--- src/rtl/picache_ctrl_nway_pkg.sv ---
// Shared cache mux types: address-select encoding and tree-PLRU helpers.
// The helpers work on a fixed 7-bit PLRU vector (up to 8 ways). Callers pass
// their real associativity as num_ways and use only the low num_ways-1 bits.
package picache_ctrl_nway_pkg;

   localparam int MAX_WAYS  = 8;
   localparam int MAX_NODES = MAX_WAYS - 1;

   typedef enum logic [1:0] {
      ADDR_CURR  = 2'd0,
      ADDR_PREV  = 2'd1,
      ADDR_FLUSH = 2'd2
   } addr_sel_t;

   // Walk from the root; bit=1 sends the victim into the lower-index subtree.
   // Leaves sit at heap indices num_ways-1 .. 2*num_ways-2.
   function automatic logic [2:0] plru_victim(input logic [MAX_NODES-1:0] lru,
                                              input int num_ways);
      int node;
      node = 0;
      for (int l = 0; l < 3; l++) begin
         if (node < num_ways - 1) begin
            node = lru[node[2:0]] ? (2 * node + 1) : (2 * node + 2);
         end
      end
      return 3'(node - (num_ways - 1));
   endfunction

   // Climb from the used way's leaf to the root, pointing every node on the
   // path at the sibling subtree. Off-path bits keep their incoming value.
   function automatic logic [MAX_NODES-1:0] plru_update(input logic [MAX_NODES-1:0] lru,
                                                        input logic [2:0] way,
                                                        input int num_ways);
      logic [MAX_NODES-1:0] res;
      int n;
      int p;
      res = lru;
      n   = int'(way) + num_ways - 1;
      for (int l = 0; l < 3; l++) begin
         if (n > 0) begin
            p = (n - 1) / 2;
            // a left child (odd index) makes the victim go right (bit=0)
            res[p[2:0]] = (n % 2 == 0);
            n = p;
         end
      end
      return res;
   endfunction

endpackage

--- src/rtl/picache_ctrl_nway_plru.sv ---
// picache_plru_tree: combinational victim choice and PLRU update.
// Ports: valid_vec/hit_way/lru_in from the indexed set; victim is one-hot
// (lowest invalid way first, else the PLRU walk); lru_upd marks hit_way as MRU.
module picache_plru_tree
   import picache_ctrl_nway_pkg::*;
#(
   parameter int NUM_WAYS = 4
) (
   input  logic [NUM_WAYS-1:0] valid_vec,
   input  logic [NUM_WAYS-1:0] hit_way,
   input  logic [NUM_WAYS-2:0] lru_in,
   output logic [NUM_WAYS-1:0] victim,
   output logic [NUM_WAYS-2:0] lru_upd
);

   logic [2:0] hit_idx;
   logic       found;

   always_comb begin
      hit_idx = 3'd0;
      for (int w = 0; w < NUM_WAYS; w++) begin
         if (hit_way[w]) hit_idx = 3'(w);
      end
   end

   always_comb begin
      victim = '0;
      found  = 1'b0;
      for (int w = 0; w < NUM_WAYS; w++) begin
         if (!valid_vec[w] && !found) begin
            victim[w] = 1'b1;
            found     = 1'b1;
         end
      end
      if (!found) begin
         victim = NUM_WAYS'(1) << plru_victim(MAX_NODES'(lru_in), NUM_WAYS);
      end
   end

   assign lru_upd = (NUM_WAYS-1)'(plru_update(MAX_NODES'(lru_in), hit_idx, NUM_WAYS));

endmodule

--- src/rtl/picache_ctrl_nway.sv ---
// picache_ctrl_nway: N-way I-cache control FSM (IDLE/MISS/HIT[/FLUSH]).
// Ports: fetch handshake (mem_read/mem_resp/if_id_reg_load), fill port
// (pmem_read/pmem_resp), array controls (way_load, valid_datain, lru_*,
// addr_sel, flush_idx, load_stage_reg, read_array).
// Optional macro PICACHE_FLUSH_EN adds flush_req/flush_busy and the FLUSH
// sequence that clears valid and PLRU bits of every set.
module picache_ctrl_nway
   import picache_ctrl_nway_pkg::*;
#(
   parameter int NUM_WAYS = 4,
   parameter int SET_BITS = 3
) (
   input  logic                clk,
   input  logic                rst,
   input  logic                mem_read,
   output logic                mem_resp,
   output logic                pmem_read,
   input  logic                pmem_resp,
   input  logic                hit,
   input  logic [NUM_WAYS-1:0] hit_way,
   input  logic [NUM_WAYS-1:0] valid_vec,
   input  logic [NUM_WAYS-2:0] lru_in,
   input  logic                if_id_reg_load,
`ifdef PICACHE_FLUSH_EN
   input  logic                flush_req,
   output logic                flush_busy,
`endif
   output logic [NUM_WAYS-1:0] way_load,
   output logic                valid_datain,
   output logic                lru_load,
   output logic [NUM_WAYS-2:0] lru_out,
   output logic [1:0]          addr_sel,
   output logic [SET_BITS-1:0] flush_idx,
   output logic                load_stage_reg,
   output logic                read_array
);

`ifdef PICACHE_FLUSH_EN
   typedef enum logic [1:0] {ST_IDLE, ST_MISS, ST_HIT, ST_FLUSH} state_t;
   logic                flush_pend;
   logic [SET_BITS-1:0] flush_cnt;
`else
   typedef enum logic [1:0] {ST_IDLE, ST_MISS, ST_HIT} state_t;
`endif

   state_t              state;
   logic [NUM_WAYS-1:0] victim;
   logic [NUM_WAYS-2:0] lru_upd;

   picache_plru_tree #(.NUM_WAYS(NUM_WAYS)) u_plru (
      .valid_vec (valid_vec),
      .hit_way   (hit_way),
      .lru_in    (lru_in),
      .victim    (victim),
      .lru_upd   (lru_upd)
   );

   always_ff @(posedge clk) begin
      if (rst) begin
         state <= ST_IDLE;
`ifdef PICACHE_FLUSH_EN
         flush_pend <= 1'b0;
         flush_cnt  <= '0;
`endif
      end else begin
         case (state)
            ST_IDLE: begin
`ifdef PICACHE_FLUSH_EN
               if (flush_req) begin
                  state     <= ST_FLUSH;
                  flush_cnt <= '0;
               end else
`endif
               if (mem_read) state <= hit ? ST_HIT : ST_MISS;
            end
            ST_MISS: begin
`ifdef PICACHE_FLUSH_EN
               // a flush seen during the fill waits for the line to land
               if (pmem_resp) begin
                  state      <= (flush_pend || flush_req) ? ST_FLUSH : ST_HIT;
                  flush_pend <= 1'b0;
                  flush_cnt  <= '0;
               end else begin
                  flush_pend <= flush_pend | flush_req;
               end
`else
               if (pmem_resp) state <= ST_HIT;
`endif
            end
            ST_HIT: begin
`ifdef PICACHE_FLUSH_EN
               if (flush_req) begin
                  state     <= ST_FLUSH;
                  flush_cnt <= '0;
               end else
`endif
               if (!mem_read)  state <= ST_IDLE;
               else if (!hit)  state <= ST_MISS;
            end
`ifdef PICACHE_FLUSH_EN
            ST_FLUSH: begin
               if (flush_cnt == {SET_BITS{1'b1}}) state <= ST_IDLE;
               else                               flush_cnt <= flush_cnt + 1'b1;
            end
`endif
            default: state <= ST_IDLE;
         endcase
      end
   end

   // Outputs are a function of state and the staged request so a hit can be
   // answered in the same cycle; rst forces the idle defaults immediately.
   always_comb begin
      mem_resp       = 1'b0;
      pmem_read      = 1'b0;
      way_load       = '0;
      valid_datain   = 1'b0;
      lru_load       = 1'b0;
      lru_out        = '0;
      addr_sel       = ADDR_CURR;
      flush_idx      = '0;
      load_stage_reg = 1'b1;
      read_array     = 1'b1;
`ifdef PICACHE_FLUSH_EN
      flush_busy     = 1'b0;
`endif
      if (!rst) begin
         case (state)
            ST_MISS: begin
               addr_sel       = ADDR_PREV;
               load_stage_reg = 1'b0;
               pmem_read      = 1'b1;
               if (pmem_resp) begin
                  way_load     = victim;
                  valid_datain = 1'b1;
               end
            end
            ST_HIT: begin
`ifdef PICACHE_FLUSH_EN
               if (flush_req) begin
                  load_stage_reg = 1'b0;
               end else
`endif
               if (mem_read && hit) begin
                  if (if_id_reg_load) begin
                     mem_resp = 1'b1;
                     lru_load = 1'b1;
                     lru_out  = lru_upd;
                  end else begin
                     load_stage_reg = 1'b0;
                     read_array     = 1'b0;
                  end
               end
            end
`ifdef PICACHE_FLUSH_EN
            ST_FLUSH: begin
               way_load       = '1;
               lru_load       = 1'b1;
               addr_sel       = ADDR_FLUSH;
               flush_idx      = flush_cnt;
               flush_busy     = 1'b1;
               load_stage_reg = 1'b0;
            end
`endif
            default: ;
         endcase
      end
   end

endmodule

--- config.mk ---
export PLATFORM = sky130hd
export DESIGN_NAME = picache_ctrl_nway
export DESIGN_NICKNAME = d
export VERILOG_FILES = /design/src/rtl/picache_ctrl_nway_pkg.sv /design/src/rtl/picache_ctrl_nway_plru.sv /design/src/rtl/picache_ctrl_nway.sv
export SDC_FILE = /design/constraint.sdc
export NUM_CORES = 1
export LEC_CHECK = 0
export ABC_CLOCK_PERIOD_IN_PS = 2000
export BUFFER_PORTS_ARGS = -buffer_cell sky130_fd_sc_hd__buf_2
export CORE_AREA = 2 2 39 41
export DETAILED_ROUTE_END_ITERATION = 10
export DIE_AREA = 0 0 41 43
export GPL_TIMING_DRIVEN = 0
export HOLD_SLACK_MARGIN = 0.1
export PLACE_DENSITY = 0.65
export SYNTH_ARGS = -nofsm -noshare
export SYNTH_HDL_FRONTEND = slang
export SYNTH_HIERARCHICAL = 1
export SYNTH_SLANG_ARGS = --single-unit
--- constraint.sdc ---
create_clock -name clk -period 2 [get_ports clk]
set_clock_uncertainty 0.05 [all_clocks]
set_input_delay 0 -clock clk [delete_from_list [all_inputs] [get_ports clk]]
set_output_delay 0 -clock clk [all_outputs]
set_load 0.1 [all_outputs]
==> impl_metrics.yaml <==
run_status:
  status: "complete, no violations"
synthesis:
  synth_top_area_share_pct: 13.04
  syn-cell-area_um2: 345.3
  ys_async_sr_fraction_pct: 0
  synthDistinctLibCells: 24
  synth_top_area_cell: "buf_4"
  yosys-top-cells-count: "buf_4 (6), and2_1 (5), inv_1 (4)"
  yosysMostFrequentCell: "buf_4"
  synth-edff-count: 0
  ys_top_cells_by_area: "buf_4 (13%), dfxtp_1 (12%), and2_1 (9.1%)"
  synthCells: 49
  avgSynthCellArea_um2: 7.048
  ys_ff_latch: 2
  yosys_warnings: 6
  ys_seq_area_share_pct: 11.59
  ys.flop_type: "dfxtp_1"
pwr:
  swShare_pct: 43.07
  p_per_area_nw_per_um2: 444.5
  pwr-share-clk_pct: 34.7
  seqPwrFrac_pct: 17.6
  power_leakage_nw: 0.3349
  p_int_uw: 149.1
  vdd_drop_max_mv: 0.1231
  p_comb_share_pct: 47.7
  p_switching_uw: 112.8
setup_path:
  cp-end-kind: "primary output"
  cpPeakStageDelay_ps: 530
  critPathRequiredTime_ps: 1950
  crit_buf_inv: 4
  path_delay_family: "buffers and inverters"
  path_cells: "dlygate4sd3_1 > buf_2 > nand4bb_1 > nor2_1 > buf_4 > buf_2"
  crit_path_start_kind: "input port"
  crit_path_frequent_cell: "buf_2"
  worstPathArrival_ps: 1640
  slowest_stage: "dlygate4sd3_1"
  critPathMaxFanout: 6
  criticalPathCategory: "input port to primary output"
route:
  routedWlPerCell_um: 8.625
  wl_um: 897
  drt_iter0_drc: 2
  viasPerCell: 4.375
  postRouteAntennaNets: 0
  drt_pass1_iterations: 4
  vias: 455
  drc_errors: 0
global_route:
  grt-ovfl-total: 0
  grt_pass1_vias: 376
  grt.total_usage_pct: 12.21
  antenna_found_initial: 0
  grt_pass1_wl_um: 1435
  grt_max_degree: 9
finish:
  nets: 107
  largest_reg_flops: 2
  syn_to_final_growth_pct: 70.65
  top_register: "state"
  num_antenna_cells: 0
  reg_top3: "state (2)"
  drive_gt1_share_pct: 47.73
die:
  die_w_um: 41
  core_area_um2: 1384
  ios: 35
  die_y_um: 43
  die_area_um2: 1763
  initial_core_util_pct: 24.95
  rows: 14
sta:
  hold_violations: 0
  rsz0062_at_grt: "false"
  setup_tns_ps: 0
  period_needed_ps: 1690
  fmax_mhz: 591.9
  setup_viol: 0
  hold_ws_ps: 515.9
  slew_viol_final: 0
  finalCritPeriodShare_pct: 84.48
clock_network:
  cts_tree: "built"
  cts_buffers: 3
  clockRootBuffer: "clkbuf_4"
  clockBufferDepth: 2
  htree_levels: 1
  clk_latency_ps: 230
  cts.sinks: 2
place:
  port_buffers: 29
  gp_congestion: 0.6671
  post-dp-hpwl_um: 677.4
min_path:
  hp-class: "input port to primary output"
flow_run:
  cap_violations: 0
## cells in the final DEF, fill, tap and decap left out
cell type	count
a31oi_1	1
and2b_1	1
clkbuf_4	3
a21o_1	1
a21oi_1	3
buf_2	29
o21ai_0	2
inv_1	4
or3b_1	2
and2_1	5
nand4bb_1	1
nand2_1	3
or2_4	1
dlygate4sd3_1	4
a21boi_0	1
buf_4	6
nand3_1	2
nand3b_1	3
dfxtp_1	2
and4bb_2	1
and4_1	1
nor3b_2	1
mux2_4	1
nor3_1	3
conb_1	4
nand4b_1	1
nor2_1	2
## final cells by class
type | count | area [µm²]
inverter | 4 | 15.01
multi-input combinational | 40 | 261.5
buffer | 6 | 45.04
clock buffer | 3 | 22.52
tap | 16 | 20.02
timing repair buffer | 33 | 185.2
sequential | 2 | 40.04
fill | 157 | 794.5
## final timing paths
kind                                   start          end  slack [ps]  cells after the start
worst max-delay path                     rst     mem_resp         310                      6
worst min-delay path            valid_vec[2]  way_load[2]         520                      4
worst max register to register      state[0]     state[0]         420                      3
worst min register to register      state[0]     state[1]        1070                      3
## power by group through the flow
stage	Clock, mW	Sequential (mW)	Combinational (mW)
after global routing	0.0999	0.0464	0.133
after CTS	0.0962	0.0458	0.125
after floorplan	0	0.0452	0.0914
after detailed placement	0	0.0463	0.119
final	0.0909	0.0461	0.125
after global placement	0	0.0462	0.118
## tightest hold or removal path, cell delays in order
cell     delay [ps]
buf_2           100
a21oi_1          60
and2_1          120
buf_2           280
## metrics by stage
stage          cells  utilization [%]  worst slack [ps]  power (mW)  area [µm²]
2_1_floorplan     52                -            -666.8      0.1366       361.6
3_3_place_gp      97            38.07             661.6      0.1640       526.8
3_5_place_dp      97            38.07             659.3      0.1649       526.8
4_1_cts          104            42.59             305.4      0.2669       589.3
5_1_grt          104            42.59             176.4      0.2798       589.3
6_report         104            42.59             310.5      0.2619       589.3
## metal layers
metal | share of wire, % | vias up | global-route usage [%]
met5 | 0 | - | 0
met4 | 1.6 | 0 | 12.00
met3 | 9.8 | 2 | 1.571
met2 | 48 | 27 | 16.88
met1 | 40 | 186 | 14.97
li1 | - | 240 | -
## logic make-up after synthesis
logic type	Yosys count	synth area share (%)
buffers and inverters	10	17.39
AOI/OAI and AO/OA	8	13.41
other	1	1.086
muxes	1	4.347
and+or+nand+nor	27	52.18
DFF	2	11.59
## what timing repair did
item / in CTS / in global routing
gates resized for setup: 0 / 0
hold endpoints to repair: 2 / 0
hold buffers: 4 / 0
buffers inserted: 0 / 0
No activity file was read; power rests on OpenSTA's default activity.
